==> config.mk <==
export PLATFORM = sky130hd
export DESIGN_NAME = seq_detect_mask
export DESIGN_NICKNAME = d
export VERILOG_FILES = /design/src/rtl/seq_detect_mask.sv
export SDC_FILE = /design/constraint.sdc
export NUM_CORES = 1
export LEC_CHECK = 0
export ABC_AREA = 0
export CAP_MARGIN = 20
export CORE_MARGIN = 2
export CORE_UTILIZATION = 47
export CTS_BUF_LIST = sky130_fd_sc_hd__clkbuf_16
export DETAILED_ROUTE_END_ITERATION = 10
export MAX_ROUTING_LAYER = met4
export PLACE_DENSITY = 0.78
export RECOVER_POWER = 25
export SLEW_MARGIN = 30
export SYNTH_ARGS = -nofsm -noshare
export SYNTH_HDL_FRONTEND = slang
export SYNTH_SLANG_ARGS = --single-unit
export TNS_END_PERCENT = 50
==> constraint.sdc <==
create_clock -name clk -period 2.35 [get_ports clk]
set_input_delay 0.47 -clock clk [delete_from_list [all_inputs] [get_ports clk]]
set_output_delay 0.47 -clock clk [all_outputs]
set_load 0.02 [all_outputs]
==> src/rtl/seq_detect_mask.sv <==
// Serial bit-sequence detector with a programmable pattern, a per-bit care mask,
// overlapping/non-overlapping match modes and a saturating match counter.
module seq_detect_mask #(
    parameter int unsigned LEN   = 9,
    parameter int unsigned CNT_W = 8
) (
    input  logic             clk,
    input  logic             rst_n,
    input  logic             clr,
    input  logic             a_valid,
    input  logic             a,
    input  logic [LEN-1:0]   pattern,
    input  logic [LEN-1:0]   mask,
    input  logic             overlap_en,
    output logic             match,
    output logic [CNT_W-1:0] match_cnt,
    output logic             fill_done
);

    localparam int unsigned FILL_W = $clog2(LEN + 1);
    localparam logic [FILL_W-1:0] FillFull = FILL_W'(LEN);

    logic [LEN-1:0]    hist_q, hist_d;
    logic [FILL_W-1:0] fill_q, fill_d;
    logic              match_q, match_d;
    logic [CNT_W-1:0]  cnt_q, cnt_d;

    logic [LEN-1:0]    cand;
    logic              fill_ready;
    logic              hit;

    // The incoming bit completes a full window once LEN-1 bits are already held,
    // so the all-zero reset history can never be compared.
    assign cand       = {hist_q[LEN-2:0], a};
    assign fill_ready = (fill_q >= (FillFull - 1'b1));
    assign hit        = a_valid && fill_ready && (((cand ^ pattern) & mask) == '0);

    always_comb begin
        hist_d  = hist_q;
        fill_d  = fill_q;
        match_d = 1'b0;
        if (clr) begin
            hist_d = '0;
            fill_d = '0;
        end else if (a_valid) begin
            hist_d  = cand;
            match_d = hit;
            if (hit) begin
                // Non-overlap mode restarts the window so the next match needs LEN fresh bits.
                fill_d = overlap_en ? FillFull : '0;
            end else if (fill_q != FillFull) begin
                fill_d = fill_q + 1'b1;
            end
        end
    end

    always_comb begin
        cnt_d = cnt_q;
        if (clr) begin
            cnt_d = '0;
        end else if (match_d && (cnt_q != {CNT_W{1'b1}})) begin
            cnt_d = cnt_q + 1'b1;
        end
    end

    always_ff @(posedge clk or negedge rst_n) begin
        if (!rst_n) begin
            hist_q  <= '0;
            fill_q  <= '0;
            match_q <= 1'b0;
            cnt_q   <= '0;
        end else begin
            hist_q  <= hist_d;
            fill_q  <= fill_d;
            match_q <= match_d;
            cnt_q   <= cnt_d;
        end
    end

    assign match     = match_q;
    assign match_cnt = cnt_q;
    assign fill_done = (fill_q == FillFull);

endmodule

==> results.py, run 1 <==
metrics = {
    "status": {
        "outcome": "finished clean",
    },
    "place": {
        "post-dp-hpwl_mm": 2.22,
        "place.port_buffers": 33,
        "gpl.final_weighted_congestion": 0.801,
        "dp_worst_setup_slack_ps": 64.5,
    },
    "clock_tree": {
        "clkLatencyLatePin_ps": 250,
        "max-clock-path-buffers": 2,
        "cts_repair_resize_count": 0,
        "clock_sink_count": 21,
        "clk_root_buffer_cell": "clkbuf_16",
        "path_clk_slew_ps": 60,
        "cts-htree-levels": 1,
        "cts_hold_buf": 0,
        "tritoncts.num_buffers": 3,
        "tritoncts_clock_tree": "done",
        "cts_setup_buffers": 0,
    },
    "setup_path": {
        "setup.worst_path.start_class": "register",
        "endpoint_kind": "primary output",
        "critical_path.max_fanout": 5,
        "reg_to_reg_critical_path_startpoint": "hist_q[3]$_DFFE_PN0P_",
        "path_cells": "inv_1 > ha_1 > nand3b_1 > inv_1 > clkdlybuf4s50_1",
        "worst_path_largest_cell_delay_ps": 610,
        "highest_delay_cell_along_the_critical_path": "clkdlybuf4s50_1",
        "class_of_the_most_critical_setup_path": "reg2out",
        "register_to_register_setup_slack_ps": 510,
        "cp_common_cell": "inv_1",
        "critical_path_cell_count": 5,
        "setup.worst_path.start": "fill_q[1]$_DFFE_PN0P_",
        "path_delay_family": "buffers and inverters",
        "worst-endpoint-required_ps": 1880,
        "reg2reg_to": "match_cnt[5]$_DFFE_PN0P_",
        "crit_arrival_ps": 1790,
        "reg2regPathDepth": 6,
        "crit_buf_inv": 3,
    },
    "final_layout": {
        "mostFrequentLayoutCells": "32 x clkdlybuf4s50_1, 21 x dfrtp_1, 15 x nor2_1, 9 x xor2_1, 9 x nand2_1",
        "layout.cells.most_common": "clkdlybuf4s50_1",
        "nNetsFinal": 201,
        "area_delta_synth_final_pct": 36.7,
        "layout-drive-gt1-share_pct": 7.56,
        "antenna_cells": 0,
    },
    "drt": {
        "drt-pass1-iter-count": 6,
        "drc_errors_left": 0,
        "drtIter0Drc": 46,
        "antenna_left": 0,
        "avgRoutedWirePerCell_um": 15.2,
        "drt-vias-per-instance": 5.81,
        "route.vias.total": 1173,
        "detail_route.wirelength_mm": 3.07,
    },
    "sta": {
        "setup_tns_ps": 0,
        "timing_worst_slew_pin_value_ps": 1140,
        "report.final.setup_viol": 0,
        "finalCriticalPeriod_ps": 2260,
        "min_period_over_period_pct": 96.1,
        "max_clock_freq_mhz": 443,
        "fin_skew_ps": 1.80,
        "hold_viol": 0,
        "slew-limit-headroom_pct": 23.7,
        "crit_path_setup_slack_layout_ps": 91.3,
        "timing_max_transition_violations_final": 0,
        "rsz0062_at_grt": "false",
        "holdWs_ps": 573,
    },
    "global_routing": {
        "grt_antenna_before_repair": 0,
        "grt_use_total_pct": 20.9,
        "grt_pass1_wl_mm": 5.07,
        "grt_max_degree": 22,
        "via_count_of_the_first_global_routing_pass": 1122,
        "overall_overflow_remaining_after_global_route": 0,
    },
    "synthesis": {
        "postSynthAreaPerCell_um2": 9.42,
        "synth_enable_flop_cells": 0,
        "async_reset_ff_share_pct": 100,
        "synthesis.yosys.warnings": 0,
        "synth_top_cell_area_share_pct": 41.6,
        "synthesis_stage_register_bit_count": 21,
        "netlist_area_um2": 1260,
        "netlist_top_cells_area": "dfrtp_1 42%, mux2i_1 6.3%, xor2_1 6.2%, nor2_1 4.5%, ha_1 4.0%",
        "syn_inst": 134,
        "ys.flop_type": "dfrtp_1",
        "mappedNetlistNets": 162,
        "yosys.area.top_type": "dfrtp_1",
        "synth.yosys.seq_area_share_pct": 41.6,
        "synthDistinctLibCells": 36,
    },
    "pwr": {
        "power_report.internal_total_uw": 657,
        "netSwitchingFraction_pct": 22.5,
        "p_per_area_nw_per_um2": 491,
        "pwr-share-comb_pct": 13.6,
        "power.ir.vdd_worst_v": 0.000429,
        "netSwitchingPower_uw": 191,
        "power.sequential.fraction_pct": 44.1,
        "leak_nw": 0.800,
        "power.share.clock_pct": 42.3,
    },
    "floorplanning": {
        "start_util_pct": 50.0,
        "die_height_um": 55.8,
        "floorplan.die.width_um": 55.8,
        "row_count": 18,
        "dieArea_um2": 3120,
        "core_region_area_um2": 2520,
        "ioPinCount": 34,
    },
    "hold_path": {
        "hold_path_depth": 2,
        "hold-path-endpoint": "hist_q[4]$_DFFE_PN0P_",
        "worst_hold_startpoint": "hist_q[4]$_DFFE_PN0P_",
        "hold_path_class": "reg2reg",
    },
    "flow_run": {
        "maxcap_violations": 0,
    },
}
layer usage:
metal	up-vias	wire, um	track usage (%)
met5	-	0	-
met2	60	1540	36.4
met4	0	28	7.14
met1	545	1290	24.9
li1	560	-	-
met3	8	213	3.02
final cells by class:
class                           instances  area (um^2)
Sequential cell                        21          526
Inverter                                6         22.5
Clock inverter                          1         3.75
Multi-Input combinational cell        101          682
Tap cell                               30         37.5
Clock buffer                            3         75.1
Fill cell                             208          797
Timing Repair Buffer                   40          379
cells in the mapped netlist, types with 3 or more instances:
library cell / count
a21oi_1: 5
and3_1: 5
clkbuf_1: 3
dfrtp_1: 21
ha_1: 4
inv_1: 6
mux2i_1: 8
nand2_1: 9
nand3_1: 6
nand4_1: 5
nor2_1: 15
nor2b_1: 4
o31ai_1: 4
or4_1: 3
xor2_1: 9
sequential cells by signal, summed over array words and instances (netlist names):
register   count
match          1
fill_q         4
match_cnt      8
hist_q         8
how the worst max path moves through the flow:
stage | end | slack (ps)
global placement | match_cnt[3]$_DFFE_PN0P_ | 110
detailed placement | match_cnt[5]$_DFFE_PN0P_ | 60
finish | fill_done | 90
global route | fill_done | 30
CTS | fill_done | 100
floorplan | match_cnt[5]$_DFFE_PN0P_ | 590
logic make-up (layout without fill, tap and decap cells):
group | Yosys count | count (layout) | synth area share [%]
AO/OA/AOI/OAI | 22 | 22 | 12.5
XOR/XNOR | 9 | 9 | 6.24
adder cells (fa/ha/maj) | 4 | 4 | 3.96
buffers and inverters | 12 | 50 | 4.36
flip-flops | 21 | 21 | 41.6
multiplexers | 10 | 10 | 8.13
AND/OR/NAND/NOR | 56 | 56 | 23.2
worst min-delay path: stages, from the launching register on:
cell and delay, ps:
dfrtp_1 380, mux2i_1 80, nor2_1 80
through the flow:
stage,std cells,utilization [%],cell area (um^2),total power [mW]
floorplan,134,-,1260,0.428
global placement,198,65.4,1650,0.491
detailed placement,198,65.4,1650,0.496
CTS,202,68.6,1730,0.849
global route,202,68.4,1730,0.877
finish,202,68.4,1730,0.847
power groups by stage:
stage | Combinational [mW] | Clock (mW) | Sequential [mW]
after detailed placement | 0.116 | 0 | 0.380
after global placement | 0.112 | 0 | 0.379
after global routing | 0.126 | 0.376 | 0.374
after floorplan | 0.0501 | 0 | 0.378
after CTS | 0.117 | 0.358 | 0.373
final | 0.115 | 0.358 | 0.373
(Power assumes the default switching activity.)
==> run 2: changes to the inputs <==
==> constraint.sdc (replaced) <==
create_clock -name clk -period 2.35 [get_ports clk]
set_input_delay 0.3525 -clock clk [delete_from_list [all_inputs] [get_ports clk]]
set_output_delay 0.3525 -clock clk [all_outputs]
set_load 0.02 [all_outputs]
==> results.py, run 2 (synthesized netlist as in run 1, its figures left out) <==
metrics = {
    "pwr": {
        "power.share.clock_pct": 42.2,
        "netSwitchingFraction_pct": 21.5,
        "pwr-share-comb_pct": 12.9,
        "power.ir.vdd_worst_v": 0.000394,
        "leak_nw": 0.784,
        "p_per_area_nw_per_um2": 488,
        "power_report.internal_total_uw": 652,
        "design_power_total_uw": 831,
        "netSwitchingPower_uw": 178,
        "power.sequential.fraction_pct": 44.9,
    },
    "floorplanning": {
        "floorplan.die.width_um": 55.8,
        "die_height_um": 55.8,
        "dieArea_um2": 3120,
        "ioPinCount": 34,
        "core_region_area_um2": 2520,
        "start_util_pct": 50.0,
        "row_count": 18,
    },
    "final_layout": {
        "antenna_cells": 0,
        "mostFrequentLayoutCells": "32 x clkdlybuf4s50_1, 21 x dfrtp_1, 15 x nor2_1, 9 x xor2_1, 9 x nand2_1",
        "fill_cells": 204,
        "area_delta_synth_final_pct": 35.0,
        "layout-drive-gt1-share_pct": 6.51,
        "layout.cells.most_common": "clkdlybuf4s50_1",
        "nNetsFinal": 198,
        "final_core_util_pct": 67.6,
        "layout.cell_area.non_filler_um2": 1700,
    },
    "sta": {
        "holdWs_ps": 554,
        "report.final.setup_viol": 0,
        "max_clock_freq_mhz": 477,
        "hold_viol": 0,
        "fin_skew_ps": 1.44,
        "timing_max_transition_violations_final": 0,
        "slew-limit-headroom_pct": 24.1,
        "timing_worst_slew_pin_value_ps": 1140,
        "finalCriticalPeriod_ps": 2100,
        "setup_tns_ps": 0,
        "rsz0062_at_grt": "false",
        "min_period_over_period_pct": 89.3,
    },
    "drt": {
        "drt-vias-per-instance": 5.70,
        "top_layer": "met4",
        "drc_errors_left": 0,
        "drtIter0Drc": 23,
        "drt-pass1-iter-count": 4,
        "antenna_left": 0,
        "detail_route.wirelength_mm": 2.91,
        "dr_wl_met3_um": 128,
        "routed-wl-met2_mm": 1.50,
        "route.vias.total": 1135,
        "wl_met1_mm": 1.28,
        "avgRoutedWirePerCell_um": 14.6,
    },
    "setup_path": {
        "class_of_the_most_critical_setup_path": "reg2out",
        "crit_buf_inv": 3,
        "cp_common_cell": "inv_1",
        "path_cells": "inv_1 > ha_1 > nand3b_1 > inv_1 > clkdlybuf4s50_1",
        "reg2reg_to": "match_cnt[2]$_DFFE_PN0P_",
        "path_delay_family": "buffers and inverters",
        "worst_path_largest_cell_delay_ps": 600,
        "highest_delay_cell_along_the_critical_path": "clkdlybuf4s50_1",
        "critical_path_cell_count": 5,
        "worst-endpoint-required_ps": 2000,
        "reg_to_reg_critical_path_startpoint": "hist_q[6]$_DFFE_PN0P_",
        "endpoint_kind": "primary output",
        "critical_path.max_fanout": 5,
        "crit_arrival_ps": 1750,
        "endpoint": "fill_done",
        "register_to_register_setup_slack_ps": 420,
        "setup.worst_path.start": "fill_q[1]$_DFFE_PN0P_",
        "reg2regPathDepth": 5,
        "setup.worst_path.start_class": "register",
    },
    "place": {
        "gpl.final_weighted_congestion": 0.777,
        "detailed_place.area_um2": 1630,
        "place.port_buffers": 33,
        "post-dp-hpwl_mm": 2.19,
    },
    "clock_tree": {
        "cts_repair_resize_count": 0,
        "path_clk_slew_ps": 50,
        "clock_sink_count": 21,
        "max-clock-path-buffers": 2,
        "cts-htree-levels": 1,
        "clk_root_buffer_cell": "clkbuf_16",
        "tritoncts.num_buffers": 3,
        "clkLatencyLatePin_ps": 250,
        "cts_hold_buf": 0,
        "cts_setup_buffers": 0,
        "tritoncts_clock_tree": "done",
    },
    "global_routing": {
        "via_count_of_the_first_global_routing_pass": 1166,
        "grt_max_degree": 22,
        "grt_pass1_wl_mm": 5.00,
        "grt_antenna_before_repair": 0,
        "grt_use_total_pct": 20.7,
        "overall_overflow_remaining_after_global_route": 0,
    },
    "status": {
        "outcome": "finished clean",
    },
    "flow_run": {
        "maxcap_violations": 0,
    },
    "hold_path": {
        "hold_path_class": "reg2reg",
    },
}
[run 2: cell types whose count changed in the layout (fill, tap and decap cells not counted)]
cell | previous run | this run
buf_4 | 6 | 3
clkinv_2 | 0 | 1
inv_1 | 7 | 6
[run 2: worst reg2reg max path: stages, from the launching register on]
cell and delay [ps]:
dfrtp_1 400, xor2_1 150, a22oi_1 210, nand3_1 330, or4_1 580, a21oi_1 170
[run 2: area by class of cell]
class	instances	area, um^2	area share (%)
repair buffers	37	357	20.9
multi-input cells	101	682	40.0
clock inverters	1	5.00	0.294
clock buffers	3	75.1	4.41
inverters	6	22.5	1.32
well taps	30	37.5	2.20
flip-flops and latches	21	526	30.8
[run 2: layer usage]
layer  global-route usage (%)  up-vias
met5                        -        -
met4                     7.48        0
met3                     3.49        2
met2                     35.7       31
met1                     24.4      551
li1                         -      551
[run 2: power groups by stage]
| stage | sequential, mW | clock (mW) | combinational (mW) |
|---|---|---|---|
| floorplan | 0.378 | 0 | 0.0501 |
| global placement | 0.379 | 0 | 0.106 |
| detailed placement | 0.380 | 0 | 0.109 |
| CTS | 0.373 | 0.363 | 0.109 |
| global route | 0.374 | 0.381 | 0.120 |
| finish | 0.373 | 0.350 | 0.107 |
[run 2: stage by stage]
stage	worst slack, ps	std cells
floorplan	685	134
global placement	163	195
detailed placement	88.7	195
CTS	239	199
global route	129	199
finish	252	199
[run 2: worst min path at each step]
stage | start | to | slack [ps] | cells after the start
5_1_grt | hist_q[2]$_DFFE_PN0P_ | hist_q[3]$_DFFE_PN0P_ | 610 | 2
6_report | hist_q[7]$_DFFE_PN0P_ | hist_q[7]$_DFFE_PN0P_ | 550 | 2
3_3_place_gp | hist_q[7]$_DFFE_PN0P_ | hist_q[7]$_DFFE_PN0P_ | 530 | 2
4_1_cts | rst_n | match_cnt[2]$_DFFE_PN0P_ | 450 | 2
2_1_floorplan | rst_n | fill_q[0]$_DFFE_PN0P_ | 60 | 0
3_5_place_dp | hist_q[7]$_DFFE_PN0P_ | hist_q[7]$_DFFE_PN0P_ | 550 | 2
